==> src/rtl/regfile_wr_arbiter_pkg.sv <==
// Shared widths and the pending-write entry type for the
// register-file write-port arbiter.
package regfile_wr_arbiter_pkg;

    localparam int DATA_W     = 16;
    localparam int REG_ADDR_W = 3;
    localparam int NUM_REGS   = 8;

    typedef struct packed {
        logic [REG_ADDR_W-1:0] rd;
        logic [DATA_W-1:0]     data;
    } wr_entry_t;

endpackage

==> src/rtl/regfile_wr_arbiter_wr_fifo.sv <==
// Small sync FIFO of pending secondary writes; exposes every slot
// and its valid bit so the top can build the busy mask.
module wr_fifo
    import regfile_wr_arbiter_pkg::*;
#(
    parameter int DEPTH = 2
) (
    input  logic       clk,
    input  logic       reset,
    input  logic       push,
    input  wr_entry_t  wdata,
    input  logic       pop,
    output logic       full,
    output logic       empty,
    output wr_entry_t  head,
    output wr_entry_t  entries [DEPTH],
    output logic [DEPTH-1:0] valid
);

    localparam int AW = $clog2(DEPTH);
    localparam int CW = AW + 1;

    logic [AW-1:0] wr_ptr;
    logic [AW-1:0] rd_ptr;
    logic [CW-1:0] count;
    wr_entry_t     mem [DEPTH];

    always_ff @(negedge clk or posedge reset) begin
        if (reset) begin
            wr_ptr <= '0;
            rd_ptr <= '0;
            count  <= '0;
        end else begin
            if (push) wr_ptr <= wr_ptr + 1'b1;
            if (pop)  rd_ptr <= rd_ptr + 1'b1;
            count <= count + CW'(push) - CW'(pop);
        end
    end

    // Payload needs no reset; stale slots are masked by valid.
    always_ff @(negedge clk) begin
        if (push) mem[wr_ptr] <= wdata;
    end

    assign full  = (count == CW'(DEPTH));
    assign empty = (count == '0);
    assign head  = mem[rd_ptr];

    always_comb begin
        logic [AW-1:0] off;
        valid = '0;
        off   = '0;
        for (int i = 0; i < DEPTH; i++) begin
            entries[i] = mem[i];
            off        = AW'(i) - rd_ptr;
            valid[i]   = ({1'b0, off} < count);
        end
    end

endmodule

==> src/rtl/regfile_wr_arbiter.sv <==
// Shares the register-file write port between the writeback stage
// (always wins) and a buffered long-latency secondary producer.
module regfile_wr_arbiter
    import regfile_wr_arbiter_pkg::*;
#(
    parameter int DEPTH      = 2,
    parameter int STARVE_MAX = 4
) (
    input  logic                  clk,
    input  logic                  reset,
    input  logic                  p_valid,
    input  logic [REG_ADDR_W-1:0] p_rd,
    input  logic [DATA_W-1:0]     p_data,
    input  logic                  s_valid,
    output logic                  s_ready,
    input  logic [REG_ADDR_W-1:0] s_rd,
    input  logic [DATA_W-1:0]     s_data,
    output logic                  RegWr,
    output logic [REG_ADDR_W-1:0] Rd,
    output logic [DATA_W-1:0]     WBus,
    output logic [NUM_REGS-1:0]   busy_mask,
    output logic                  stall_req,
    output logic                  err_waw
);

    localparam int WW = $clog2(STARVE_MAX + 1);

    logic             full;
    logic             empty;
    logic             push;
    logic             pop;
    wr_entry_t        head;
    wr_entry_t        entries [DEPTH];
    logic [DEPTH-1:0] valid;
    logic [WW-1:0]    wait_cnt;

    assign s_ready = !full;
    assign push    = s_valid && s_ready;
    assign pop     = !p_valid && !empty;

    wr_fifo #(
        .DEPTH(DEPTH)
    ) u_fifo (
        .clk    (clk),
        .reset  (reset),
        .push   (push),
        .wdata  ('{rd: s_rd, data: s_data}),
        .pop    (pop),
        .full   (full),
        .empty  (empty),
        .head   (head),
        .entries(entries),
        .valid  (valid)
    );

    always_comb begin
        busy_mask = '0;
        for (int i = 0; i < DEPTH; i++) begin
            if (valid[i]) busy_mask[entries[i].rd] = 1'b1;
        end
    end

    assign stall_req = !empty && (wait_cnt == WW'(STARVE_MAX));

    always_ff @(negedge clk or posedge reset) begin
        if (reset) begin
            RegWr <= 1'b0;
            Rd    <= '0;
            WBus  <= '0;
        end else if (p_valid) begin
            RegWr <= 1'b1;
            Rd    <= p_rd;
            WBus  <= p_data;
        end else if (!empty) begin
            RegWr <= 1'b1;
            Rd    <= head.rd;
            WBus  <= head.data;
        end else begin
            RegWr <= 1'b0;
        end
    end

    // Counts consecutive edges on which a pending head lost to the primary.
    always_ff @(negedge clk or posedge reset) begin
        if (reset) begin
            wait_cnt <= '0;
        end else if (empty || pop) begin
            wait_cnt <= '0;
        end else if (wait_cnt != WW'(STARVE_MAX)) begin
            wait_cnt <= wait_cnt + 1'b1;
        end
    end

    always_ff @(negedge clk or posedge reset) begin
        if (reset) begin
            err_waw <= 1'b0;
        end else if (p_valid && busy_mask[p_rd]) begin
            err_waw <= 1'b1;
        end
    end

endmodule
==> config.mk <==
export PLATFORM = sky130hd
export DESIGN_NAME = regfile_wr_arbiter
export DESIGN_NICKNAME = d
export VERILOG_FILES = /design/src/rtl/regfile_wr_arbiter_pkg.sv /design/src/rtl/regfile_wr_arbiter_wr_fifo.sv /design/src/rtl/regfile_wr_arbiter.sv
export SDC_FILE = /design/constraint.sdc
export NUM_CORES = 1
export LEC_CHECK = 0
export CAP_MARGIN = 20
export CELL_PAD_IN_SITES_DETAIL_PLACEMENT = 0
export CELL_PAD_IN_SITES_GLOBAL_PLACEMENT = 1
export CORE_MARGIN = 1.5
export CORE_UTILIZATION = 38
export CTS_CLUSTER_DIAMETER = 40
export DETAILED_ROUTE_END_ITERATION = 6
export GPL_TIMING_DRIVEN = 0
export PLACE_DENSITY = 0.86
export SETUP_SLACK_MARGIN = 0.3
export SLEW_MARGIN = 20
export SYNTH_ARGS = -nofsm -noshare
export SYNTH_HDL_FRONTEND = slang
export SYNTH_SLANG_ARGS = --single-unit
==> constraint.sdc <==
create_clock -name clk -period 2.2 [get_ports clk]
set_input_delay 0.22 -clock clk [delete_from_list [all_inputs] [get_ports clk]]
set_output_delay 0.22 -clock clk [all_outputs]
set_load 0.01 [all_outputs]
==> flow_results.xml, run 1 <==
<?xml version="1.0" encoding="UTF-8"?>
<metrics>
  <group name="status">
    <metric name="outcome" unit="">finished, violations left</metric>
    <metric name="violated_checks" unit="">negative setup slack</metric>
  </group>
  <group name="placement">
    <metric name="port_buffers" unit="">71</metric>
    <metric name="place_hpwl" unit="mm">4.80</metric>
    <metric name="gp_congestion" unit="">0.855</metric>
    <metric name="pre_cts_ws" unit="ns">-0.802</metric>
    <metric name="post_place_cells" unit="">415</metric>
  </group>
  <group name="critical_path">
    <metric name="critical_path.slowest_cell" unit="">sky130_fd_sc_hd__dfrtn_1</metric>
    <metric name="cp_cell_sequence" unit="">buf_6 &gt; nor2b_4 &gt; o21ai_4 &gt; buf_12 &gt; o22ai_4 &gt; buf_2</metric>
    <metric name="worstSetupPathType" unit="">reg2out</metric>
    <metric name="crit_arrival" unit="ns">2.62</metric>
    <metric name="critical-path-max-stage-delay" unit="ns">0.42</metric>
    <metric name="endpoint_class_of_the_critical_path" unit="">output pin</metric>
    <metric name="critical_path_start_type" unit="">flip-flop</metric>
    <metric name="crit_required" unit="ns">1.98</metric>
    <metric name="critical_path.max_fanout" unit="">5</metric>
  </group>
  <group name="finish">
    <metric name="final_cell_mix" unit="">sky130_fd_sc_hd__inv_1, sky130_fd_sc_hd__edfxtp_1, sky130_fd_sc_hd__clkdlybuf4s50_1, sky130_fd_sc_hd__dfrtn_1, sky130_fd_sc_hd__buf_2</metric>
    <metric name="finalCoreUtilization" unit="%">63.9</metric>
    <metric name="fraction_of_layout_cells_with_a_size_suffix_above_1" unit="%">32.8</metric>
    <metric name="final_common_cell" unit="">sky130_fd_sc_hd__inv_1</metric>
    <metric name="antenna_cells" unit="">0</metric>
    <metric name="fillers" unit="">596</metric>
    <metric name="area_delta_synth_final" unit="%">62.0</metric>
    <metric name="net_count_reported_at_finish" unit="">446</metric>
    <metric name="final_cell_count_no_fill" unit="">504</metric>
  </group>
  <group name="synthesis">
    <metric name="postSynthAreaPerCell" unit="um^2">11.7</metric>
    <metric name="syn_area" unit="mm^2">0.00288</metric>
    <metric name="synth.distinct_cells" unit="">32</metric>
    <metric name="synth_warnings" unit="">0</metric>
    <metric name="syn_inst" unit="">245</metric>
    <metric name="asyncSetResetFlopFracSynth" unit="%">42.4</metric>
    <metric name="syn-num-nets" unit="">291</metric>
    <metric name="synth_edf_count" unit="">38</metric>
    <metric name="count_of_state_elements_after_synthesis" unit="">66</metric>
    <metric name="synth_seq_area_share" unit="%">64.0</metric>
    <metric name="synth_flop_cell" unit="">sky130_fd_sc_hd__edfxtp_1</metric>
  </group>
  <group name="die">
    <metric name="chipWidth" unit="um">90.0</metric>
    <metric name="row_count" unit="">31</metric>
    <metric name="initial_core_util" unit="%">39.4</metric>
    <metric name="dieArea" unit="mm^2">0.00810</metric>
    <metric name="top_level_ports" unit="">73</metric>
    <metric name="coreArea" unit="mm^2">0.00729</metric>
    <metric name="die_height" unit="um">90.0</metric>
  </group>
  <group name="grt">
    <metric name="grt_start_max_net_pins" unit="">29</metric>
    <metric name="gr-usage-all-layers" unit="%">19.3</metric>
    <metric name="grt_pass1_wl" unit="mm">12.2</metric>
    <metric name="first_global_vias" unit="">2486</metric>
    <metric name="grt_overflow_total" unit="">0</metric>
    <metric name="antenna_found_initial" unit="">0</metric>
  </group>
  <group name="sta">
    <metric name="report.final.slew_viol_count" unit="">0</metric>
    <metric name="grt_setup_unrepaired" unit="">yes</metric>
    <metric name="worst_clock_skew" unit="ns">0.0629</metric>
    <metric name="slew_headroom" unit="%">58.8</metric>
    <metric name="timing.final.setup_violations" unit="">18</metric>
    <metric name="setup_ws" unit="ns">-0.640</metric>
    <metric name="max_slew.worst_pin.slew" unit="ns">0.617</metric>
    <metric name="number_of_hold_violations_in_the_final_report" unit="">0</metric>
  </group>
  <group name="clocking">
    <metric name="cts_inserted_buffers" unit="">9</metric>
    <metric name="clock_tree_from_tritoncts" unit="">built</metric>
    <metric name="cts_clk_pin_slew_worst_paths" unit="ns">0.06</metric>
    <metric name="cts-root-to-sink-buffers" unit="">2</metric>
    <metric name="cts_sinks" unit="">66</metric>
    <metric name="clock_tree.root_cell" unit="">sky130_fd_sc_hd__clkbuf_8</metric>
    <metric name="ctsHoldBuffers" unit="">0</metric>
    <metric name="worst_skew_pair.late_latency" unit="ns">0.39</metric>
    <metric name="h-tree-depth" unit="">3</metric>
  </group>
  <group name="route">
    <metric name="avgViaCountPerCell" unit="">4.80</metric>
    <metric name="routed_wirelength" unit="mm">7.47</metric>
    <metric name="drc" unit="">0</metric>
    <metric name="num_vias" unit="">2420</metric>
    <metric name="number_of_antenna_violating_nets_in_the_routed_design" unit="">0</metric>
    <metric name="drt_first_pass_iters" unit="">4</metric>
    <metric name="first_iter_violations" unit="">120</metric>
    <metric name="wl_per_cell" unit="um">14.8</metric>
  </group>
  <group name="hold_path">
    <metric name="hp-class" unit="">reg2reg</metric>
  </group>
  <group name="pwr">
    <metric name="vdd_drop_max" unit="mV">0.543</metric>
    <metric name="power_leakage" unit="nW">2.06</metric>
    <metric name="totalPowerFinal" unit="W">0.00579</metric>
    <metric name="power_density" unit="mW/mm^2">1240</metric>
  </group>
  <group name="job">
    <metric name="maxCapViolCount" unit="">0</metric>
  </group>
</metrics>
## timing repair
action | 4_1_cts | 5_1_grt
endpoints found under the setup margin | 75 | 43
buffers inserted | 24 | 12
pin swaps | 16 | 12
gates resized for setup | 150 | 25
endpoints found under the hold margin | 0 | 0
## kinds of logic after synthesis
logic type,count (synthesis),share of synthesized area (%)
buffers and inverters,20,2.87
adder cells (fa/ha/maj),4,1.74
flip-flops,66,64.0
AND/OR/NAND/NOR,71,10.5
multiplexers,19,6.61
AO/OA/AOI/OAI,60,12.7
XOR/XNOR,5,1.52
## flip-flops by register name (all words and copies together) (netlist names)
name / count
u_fifo.count: 2
u_fifo.wr_ptr: 1
u_fifo.mem: 38
Rd: 3
RegWr: 1
err_waw: 1
u_fifo.rd_ptr: 1
WBus: 16
wait_cnt: 3
## area by class of cell
cell class              count  area, um^2  share of cell area, %
flip-flops and latches     66        1840                   39.5
multi-input cells         159        1220                   26.3
repair buffers            107         966                   20.7
clock buffers              13         201                   4.32
clock inverters            41         156                   3.36
well taps                  99         124                   2.66
plain buffers              12         116                   2.50
inverters                   7        28.8                  0.618
## critical path, delay by kind of cell, from the launching register on
family / cells / cell delay [ns]
AND/OR/NAND/NOR: 1 / 0.19
buffers and inverters: 3 / 0.40
flip-flops: 1 / 0.42
AO/OA/AOI/OAI: 2 / 0.17
## path summary, 6_finish.rpt
| check | start | end | slack, ns | cells after the start |
|---|---|---|---|---|
| setup / recovery | u_fifo.count[0]$_DFF_NP0_ | busy_mask[7] | -0.64 | 6 |
| hold / removal | WBus[15]$_DFFE_NP0P_ | WBus[15]$_DFFE_NP0P_ | 0.51 | 2 |
| setup reg to reg | u_fifo.count[0]$_DFF_NP0_ | u_fifo.count[1]$_DFF_NP0_ | 0.24 | 10 |
| hold reg to reg | WBus[15]$_DFFE_NP0P_ | WBus[15]$_DFFE_NP0P_ | 0.51 | 2 |
| max in group asynchronous | reset | WBus[1]$_DFFE_NP0P_ | 0.48 | 2 |
| min in group asynchronous | reset | wait_cnt[1]$_DFFE_NP0P_ | 1.27 | 2 |
## cell usage after synthesis (all sizes together), types with 2 or more instances
| library cell | instances | share of area [%] |
|---|---|---|
| clkbuf | 6 | 0.78 |
| o22ai | 8 | 2.0 |
| inv | 8 | 1.0 |
| nand3 | 2 | 0.35 |
| nand2 | 27 | 3.6 |
| nor2b | 2 | 0.43 |
| edfxtp | 38 | 40 |
| nor2 | 30 | 3.9 |
| xnor2 | 4 | 1.2 |
| mux2i | 19 | 6.6 |
| a21oi | 20 | 3.5 |
| o21ai | 21 | 3.8 |
| o221ai | 4 | 1.2 |
| o211ai | 2 | 0.52 |
| nand2b | 5 | 1.2 |
| buf | 6 | 1.0 |
| or2 | 2 | 0.43 |
| ha | 4 | 1.7 |
| dfrtn | 28 | 24 |
## through the flow
step	setup TNS [ns]	hold WS [ns]	instance area [um^2]
finish	-5.82	0.514	4660
global route	-6.59	0.544	4660
floorplan	-1.51	0.450	3150
detailed placement	-32.44	0.448	3990
global placement	-43.17	0.461	3990
CTS	-6.23	0.474	4530
## metal layers
layer  wire [um]  global-route usage (%)  part of all wire, %
met1        3210                    23.5                   43
met2        3860                    33.0                   52
met3         273                    4.06                  3.7
met4         134                    8.33                  1.8
met5           0                       0                    0
## report_power, final
part	leakage (nW)	internal, W	total (W)	switching (W)
registers	0.688	0.00170	0.00187	0.000175
logic	1.06	0.00131	0.00261	0.00130
clock network	0.314	0.000693	0.00131	0.000621
Power figures use the tool's default switching activity.
==> run 2: changes to the inputs <==
--- a/config.mk
+++ b/config.mk
@@ -10,8 +10,9 @@
 export CELL_PAD_IN_SITES_GLOBAL_PLACEMENT = 1
 export CORE_MARGIN = 1.5
 export CORE_UTILIZATION = 38
-export CTS_CLUSTER_DIAMETER = 40
+export CTS_CLUSTER_DIAMETER = 100
 export DETAILED_ROUTE_END_ITERATION = 6
+export GPL_ROUTABILITY_DRIVEN = 0
 export GPL_TIMING_DRIVEN = 0
 export PLACE_DENSITY = 0.86
 export SETUP_SLACK_MARGIN = 0.3
==> results of run 2 <==
No change in the layout: final DEF, timing and power equal those of run 1.
